<file path="src/rtl/fp_mult_arbiter.sv">
`default_nettype none
// fp_mult_arbiter: one signed fixed-point multiplier shared by NUM_REQ valid/ready requesters.
// Define FP_MULT_ARB_RR_EN for round-robin arbitration; otherwise lowest asserted index wins.
module fp_mult_arbiter #(
  parameter int FP_WIDTH = 16,
  parameter int FP_FRAC  = 8,
  parameter int NUM_REQ  = 3,
  parameter int ID_W     = 2
) (
  input  logic                        clk,
  input  logic                        rst_n,
  input  logic [NUM_REQ-1:0]          req_valid,
  output logic [NUM_REQ-1:0]          req_ready,
  input  logic [NUM_REQ*FP_WIDTH-1:0] req_a,
  input  logic [NUM_REQ*FP_WIDTH-1:0] req_b,
  output logic                        rsp_valid,
  input  logic                        rsp_ready,
  output logic [FP_WIDTH-1:0]         rsp_data,
  output logic [ID_W-1:0]             rsp_id
);

  generate
    if (NUM_REQ < 2 || NUM_REQ > 8 || ID_W < $clog2(NUM_REQ)) begin : g_bad_cfg
      $error("fp_mult_arbiter: NUM_REQ must be 2..8 and ID_W >= clog2(NUM_REQ)");
    end
  endgenerate

  logic                         rsp_valid_q, rsp_valid_d;
  logic [FP_WIDTH-1:0]          rsp_data_q, rsp_data_d;
  logic [ID_W-1:0]              rsp_id_q, rsp_id_d;
  logic                         can_accept;
  logic                         accept;
  logic                         win_found;
  logic [ID_W-1:0]              win_idx;
  logic [FP_WIDTH-1:0]          op_a, op_b;
  logic signed [2*FP_WIDTH-1:0] prod_full;
  logic [FP_WIDTH-1:0]          product;

`ifdef FP_MULT_ARB_RR_EN
  logic [ID_W-1:0] ptr_q, ptr_d;
`endif

  assign can_accept = !rsp_valid_q || rsp_ready;

  always_comb begin
    win_found = 1'b0;
    win_idx   = '0;
    op_a      = '0;
    op_b      = '0;
`ifdef FP_MULT_ARB_RR_EN
    begin : rr_search
      int best_dist;
      int dist;
      best_dist = NUM_REQ;
      dist      = 0;
      // Winner is the valid requester closest to the pointer going upward with wrap.
      for (int i = 0; i < NUM_REQ; i++) begin
        dist = i - int'(ptr_q);
        if (dist < 0) dist = dist + NUM_REQ;
        if (req_valid[i] && dist < best_dist) begin
          best_dist = dist;
          win_found = 1'b1;
          win_idx   = ID_W'(i);
          op_a      = req_a[i*FP_WIDTH +: FP_WIDTH];
          op_b      = req_b[i*FP_WIDTH +: FP_WIDTH];
        end
      end
    end
`else
    for (int i = NUM_REQ - 1; i >= 0; i--) begin
      if (req_valid[i]) begin
        win_found = 1'b1;
        win_idx   = ID_W'(i);
        op_a      = req_a[i*FP_WIDTH +: FP_WIDTH];
        op_b      = req_b[i*FP_WIDTH +: FP_WIDTH];
      end
    end
`endif
  end

  always_comb begin
    req_ready = '0;
    for (int i = 0; i < NUM_REQ; i++) begin
      req_ready[i] = rst_n && can_accept && win_found && (win_idx == ID_W'(i));
    end
  end

  assign accept = |req_ready;

  // Product keeps FP_FRAC fraction bits; upper bits are dropped, so overflow wraps.
  assign prod_full = $signed(op_a) * $signed(op_b);
  assign product   = prod_full[FP_FRAC +: FP_WIDTH];

  always_comb begin
    rsp_valid_d = rsp_valid_q;
    rsp_data_d  = rsp_data_q;
    rsp_id_d    = rsp_id_q;
    if (accept) begin
      rsp_valid_d = 1'b1;
      rsp_data_d  = product;
      rsp_id_d    = win_idx;
    end else if (rsp_ready) begin
      rsp_valid_d = 1'b0;
    end
  end

`ifdef FP_MULT_ARB_RR_EN
  always_comb begin
    ptr_d = ptr_q;
    if (accept) begin
      ptr_d = (win_idx == ID_W'(NUM_REQ - 1)) ? '0 : win_idx + 1'b1;
    end
  end

  always_ff @(posedge clk or negedge rst_n) begin
    if (!rst_n) ptr_q <= '0;
    else        ptr_q <= ptr_d;
  end
`endif

  always_ff @(posedge clk or negedge rst_n) begin
    if (!rst_n) begin
      rsp_valid_q <= 1'b0;
      rsp_data_q  <= '0;
      rsp_id_q    <= '0;
    end else begin
      rsp_valid_q <= rsp_valid_d;
      rsp_data_q  <= rsp_data_d;
      rsp_id_q    <= rsp_id_d;
    end
  end

  assign rsp_valid = rsp_valid_q;
  assign rsp_data  = rsp_data_q;
  assign rsp_id    = rsp_id_q;

endmodule
`default_nettype wire

</file>
<file path="config.mk">
export PLATFORM = sky130hd
export DESIGN_NAME = fp_mult_arbiter
export DESIGN_NICKNAME = d
export VERILOG_FILES = /design/src/rtl/fp_mult_arbiter.sv
export SDC_FILE = /design/constraint.sdc
export NUM_CORES = 1
export LEC_CHECK = 0
export CORE_MARGIN = 4
export CORE_UTILIZATION = 30
export CTS_BUF_LIST = sky130_fd_sc_hd__clkbuf_4 sky130_fd_sc_hd__clkbuf_8
export DETAILED_ROUTE_END_ITERATION = 6
export PLACE_DENSITY_LB_ADDON = 0.1
export SETUP_SLACK_MARGIN = 0.02
export SYNTH_ARGS = -nofsm -noshare
export SYNTH_HDL_FRONTEND = slang
export SYNTH_SLANG_ARGS = --single-unit
</file>
<file path="constraint.sdc">
create_clock -name clk -period 4 [get_ports clk]
set_input_delay 0.8 -clock clk [delete_from_list [all_inputs] [get_ports clk]]
set_output_delay 0.8 -clock clk [all_outputs]
set_load 0.01 [all_outputs]
</file>
Word-level counts from Yosys, hierarchy flattened
Index checks and enable logic that the tools add are counted.
{"block": "word_totals", "regBits": 19, "latch_bits": 0, "mem_bits_rw": 0, "romBits": 0, "input_bits": 102, "out_inout_bits": 22, "word_cells": 30, "mem_count": 0}
{"block": "op_classes", "add_sub_neg": 0, "n_mul": 1, "n_div": 0, "magnitude_cmp": 0, "eq_ne": 2, "shifts": 0, "mux": 14, "n_bitwise": 0, "n_reduce_logical": 10}
{"cell": "$mux 16", "count": 6}
{"cell": "$mul 16x16->24", "count": 1}
{"cell": "$mux 2", "count": 3}
{"cell": "$logic_and 1x1->1", "count": 5}
{"cell": "$mux 1", "count": 5}
{"cell": "$reduce_or 3->1", "count": 1}
{"cell": "$eq 2x1->1 const B", "count": 1}
{"cell": "$eq 2x2->1 const B", "count": 1}
{"cell": "$logic_not 2->1", "count": 1}
{"cell": "$reduce_bool 2->1", "count": 1}
{"cell": "$logic_not 1->1", "count": 1}
{"cell": "$logic_or 1x1->1", "count": 1}

Depth between registers and ports, before layout
{"block": "logic_depth", "ltp_word": 7, "ltp_mapped": 30, "ltp_nobuf": 27}

Worst setup path after synthesis
No wires, ideal clock.
{"block": "synth_path", "kind": "in2reg", "startpoint": "input port req_valid[0]", "endpoint": "register rsp_data_q[14], in the netlist rsp_data[14]", "setup_ps": 125, "arrival_time_ps": 7364, "required_ps": 3875, "setup_slack_ps": -3489, "stages": 27, "n_path_buf": 6, "cell_sequence": "buf_2 > buf_2 > clkbuf_1 > clkbuf_1 > clkbuf_1 > nand2_1 > o21ai_0 > clkbuf_1 > nand2_1 > fa_1 > fa_1 > inv_1 > fa_1 > inv_1 > fa_1 > fa_1 > fa_1 > inv_1 > ha_1 > a21o_1 > a21o_1 > a21oi_1 > o21ai_0 > o211ai_4 > o2111ai_2 > xor2_1 > mux2_2"}
{"block": "synth_via", "elab_chain_len": 4, "elab_cells_between_ends": 13, "classes_between": "mul: 1; eq/ne: 2; mux: 4; reduce/logical: 6"}
{"item": "start: declaration", "line": "12", "text": "input logic [NUM_REQ-1:0] req_valid,"}
{"item": "branches (longest 4 deep; another with $mul 16x16->24)"}
{"item": "end signal: assignment", "line": "128", "text": "rsp_data_q <= rsp_data_d;"}
{"item": "end: declaration", "line": "29", "text": "logic [FP_WIDTH-1:0] rsp_data_q, rsp_data_d;"}
Parallel ways; which one is timed is not known.
A chain may end at the register's enable or synchronous reset.

Final worst setup path
{"block": "layout_path", "startpoint": "input port req_b[3]", "endpoint": "register rsp_data_q[14], in the netlist rsp_data[14]"}
{"block": "layout_via", "elab_chain_len": 2}
{"item": "start: declaration", "line": "15", "text": "input logic [NUM_REQ*FP_WIDTH-1:0] req_b,"}
{"item": "$mux 16", "line": "71", "text": "if (req_valid[i]) begin"}
{"item": "$mul 16x16->24", "line": "91", "text": "assign prod_full = $signed(op_a) * $signed(op_b);"}
No other way between the ends.

==> qor.yml <==
placement:
  io_buffers: 123
  place_area_um2: 12100
  post-place-cells: 1704
  gp_congestion: 0.869
  hpwlAfterDp_um: 25000
layout:
  diodes: 0
  final_cell_mix: "228 x inv_1, 191 x buf_4, 177 x fa_1, 147 x nand2_1, 107 x clkdlybuf4s50_1"
  final_common_cell: "inv_1"
  stdcell_count: 1752
  design_area_um2: 13300
  finalCoreUtilization: 0.462
  nNetsFinal: 1727
  syn2layout_area_growth_pct: 52.3
  drive_gt1_frac: 0.295
setup_path:
  cp.arrival_ns: 6.69
  worstReg2RegStart: "rsp_valid"
  cp.required_ns: 4.16
  endpoint: "rsp_data[14]"
  critPathMaxFanout: 3
  path_class: "in2reg"
  crit_path_start: "req_b[3]"
  critPathLaunchType: "primary input"
  r2r_cells: 5
  rrSetupSlack_ns: 2.39
  r2r-end: "rsp_id[1]"
  endpoint_kind: "flop"
synthesis:
  netlist_instances: 1029
  syn_nets: 1387
  synth_area_um2: 8700
  ys_async_sr_fraction: 1.00
  yosys_warnings: 0
  seq_area_frac_synth: 0.0546
  synth-edff-count: 0
  ys_types: 51
  ys.flop_type: "dfrtp_1"
  synth_seq_cells: 19
  syn_avg_cell_area_um2: 8.46
sta:
  timing.fmax_ghz: 0.153
  setup_slack_ns: -2.53
  fin_skew_ns: 0.00615
  relSlewSlack: 0.574
  tns_ns: -33.80
  rsz0062_at_grt: "true"
  hold_violations: 0
  period_share: 1.63
  slew_viol_final: 0
  worst_pin_slew_ns: 0.637
  finalCriticalPeriod_ns: 6.53
  setup_viol: 16
grt:
  grt_usage: 0.188
  antenna_found_initial: 1
  grt_pass1_wl_um: 46000
  grt_max_degree: 35
  grt_overflow: 0
  grt_pass1_vias: 8464
floorplan:
  die_area_um2: 31800
  chipHeight_um: 178
  io_pins: 124
  core_um2: 28700
  start_util: 0.303
  placement_rows: 62
  die_x_um: 178
power_and_ir_drop:
  ir_worst_vdd_uv: 683
  p_leak_nw: 6.47
  p_per_area_nw_per_um2: 867
drt:
  drtAntennaViolNets: 0
  routed_wl_um: 28900
  drc: 0
  drt_iter0_markers: 387
  viasPerCell: 4.42
  via_count: 7746
  wl_per_cell_um: 16.5
  drt-pass1-iter-count: 4
cts:
  cts-buffers-inserted: 3
  numClockSinks: 19
  clk_path_buf_depth: 2
  htree_levels: 1
  clk_root_buffer_cell: "clkbuf_8"
  clk_pin_slew_ns: 0.08
  worstSkewPairLatency_ns: 0.27
  postCtsHoldBufs: 0
  cts_tree: "yes"
min_path:
  whs_path_depth: 2
  hp-class: "reg2reg"
status:
  violations: "negative setup slack"
  status: "complete, but fails checks"
job:
  maxCapViolCount: 0
-- how the worst min path moves through the flow --
stage / startpoint / to / slack (ns)
after floorplan: rst_n / rsp_data[0] / 0.50
after global placement: rsp_data[6] / rsp_data[6] / 0.46
after detailed placement: rsp_data[7] / rsp_data[7] / 0.48
after CTS: rsp_data[2] / rsp_data[2] / 0.50
after global routing: rsp_data[0] / rsp_data[0] / 0.52
final: rsp_data[1] / rsp_data[1] / 0.49
-- power breakdown --
group	switching [mW]	internal, mW	total [mW]
registers	0.0509	0.304	0.355
clock network	0.0739	0.0780	0.152
logic	5.20	5.79	11.0
-- worst max-delay path: stages --
cell and delay (ns):
clkdlybuf4s50_1 0.53, nand2_2 0.10, o21ai_4 0.10, buf_12 0.15
nand2_2 0.06, fa_1 0.51, fa_1 0.61, inv_2 0.05
fa_1 0.52, inv_2 0.04, fa_2 0.53, fa_2 0.45
fa_2 0.54, inv_2 0.04, ha_4 0.15, a21o_1 0.17
a21o_1 0.16, a21oi_2 0.18, o21ai_2 0.11, o211ai_4 0.27
o2111ai_4 0.15, xor2_1 0.19, mux2_4 0.27
-- kinds of logic (layout without fill, tap and decap cells) --
family	count (synthesis)	count (layout)	synth area share
muxes	1	1	0.00129
buffers and inverters	273	611	0.120
DFF	19	19	0.0546
adders and majority gates	256	256	0.528
AOI/OAI and AO/OA	137	138	0.115
and+or+nand+nor	314	314	0.150
xor gates and xnor gates	29	29	0.0308
-- metrics by stage --
step           setup WS, ns  power (mW)  hold slack [ns]
6_report              -2.53        11.5            0.488
5_1_grt               -2.75        13.0            0.522
4_1_cts               -2.58        11.0            0.495
3_5_place_dp          -3.36        9.70            0.475
3_3_place_gp          -3.30        9.64            0.465
2_1_floorplan         -2.61        6.65            0.504
-- registers in the layout, summed over array words and instances, names as in the netlist --
name,flops
rsp_data,16
rsp_id,2
rsp_valid,1
-- layer usage --
metal / GRT usage / vias up / routed length (µm)
met1: 0.264 / 3726 / 13500
met4: 0.0409 / 2 / 542
li1: - / 3795 / -
met3: 0.0309 / 24 / 1570
met5: 0 / - / 16
met2: 0.308 / 199 / 13200
-- final cells by class --
class	count	area (µm²)
Multi-Input combinational cell	738	7900
Tap cell	384	480
Clock buffer	4	48.8
Timing Repair Buffer	368	3460
Sequential cell	19	475
Fill cell	2892	15400
Inverter	239	897
-- repair_timing --
action | in CTS | in global routing
gates cloned | 3 | 1
pin swaps | 68 | 83
endpoints found under the setup margin | 16 | 16
endpoints found under the hold margin | 0 | 0
setup buffers | 24 | 24
gates resized for setup | 107 | 88
-- cells in the mapped netlist, types with 2 or more instances --
cell	count	area share
nand3_1	4	0.0023
and3b_1	2	0.0020
o21ai_1	16	0.0092
nand2_1	164	0.071
nor2_1	104	0.045
and2_1	6	0.0043
o31ai_1	5	0.0043
o21a_1	32	0.028
ha_1	70	0.10
nor3_1	9	0.0052
xnor2_1	23	0.023
buf_1	3	0.0013
nand2b_1	9	0.0065
or2_2	2	0.0014
o21ai_0	21	0.012
fa_1	186	0.43
a22oi_1	28	0.024
o31ai_2	2	0.0029
a21o_1	8	0.0069
nor3b_1	2	0.0017
a21oi_1	8	0.0046
inv_1	239	0.10
clkbuf_1	24	0.010
o21ai_2	5	0.0050
xor2_1	5	0.0050
dfrtp_1	19	0.055
nor2b_1	5	0.0036
buf_2	5	0.0029
Power figures use the tool's default switching activity.
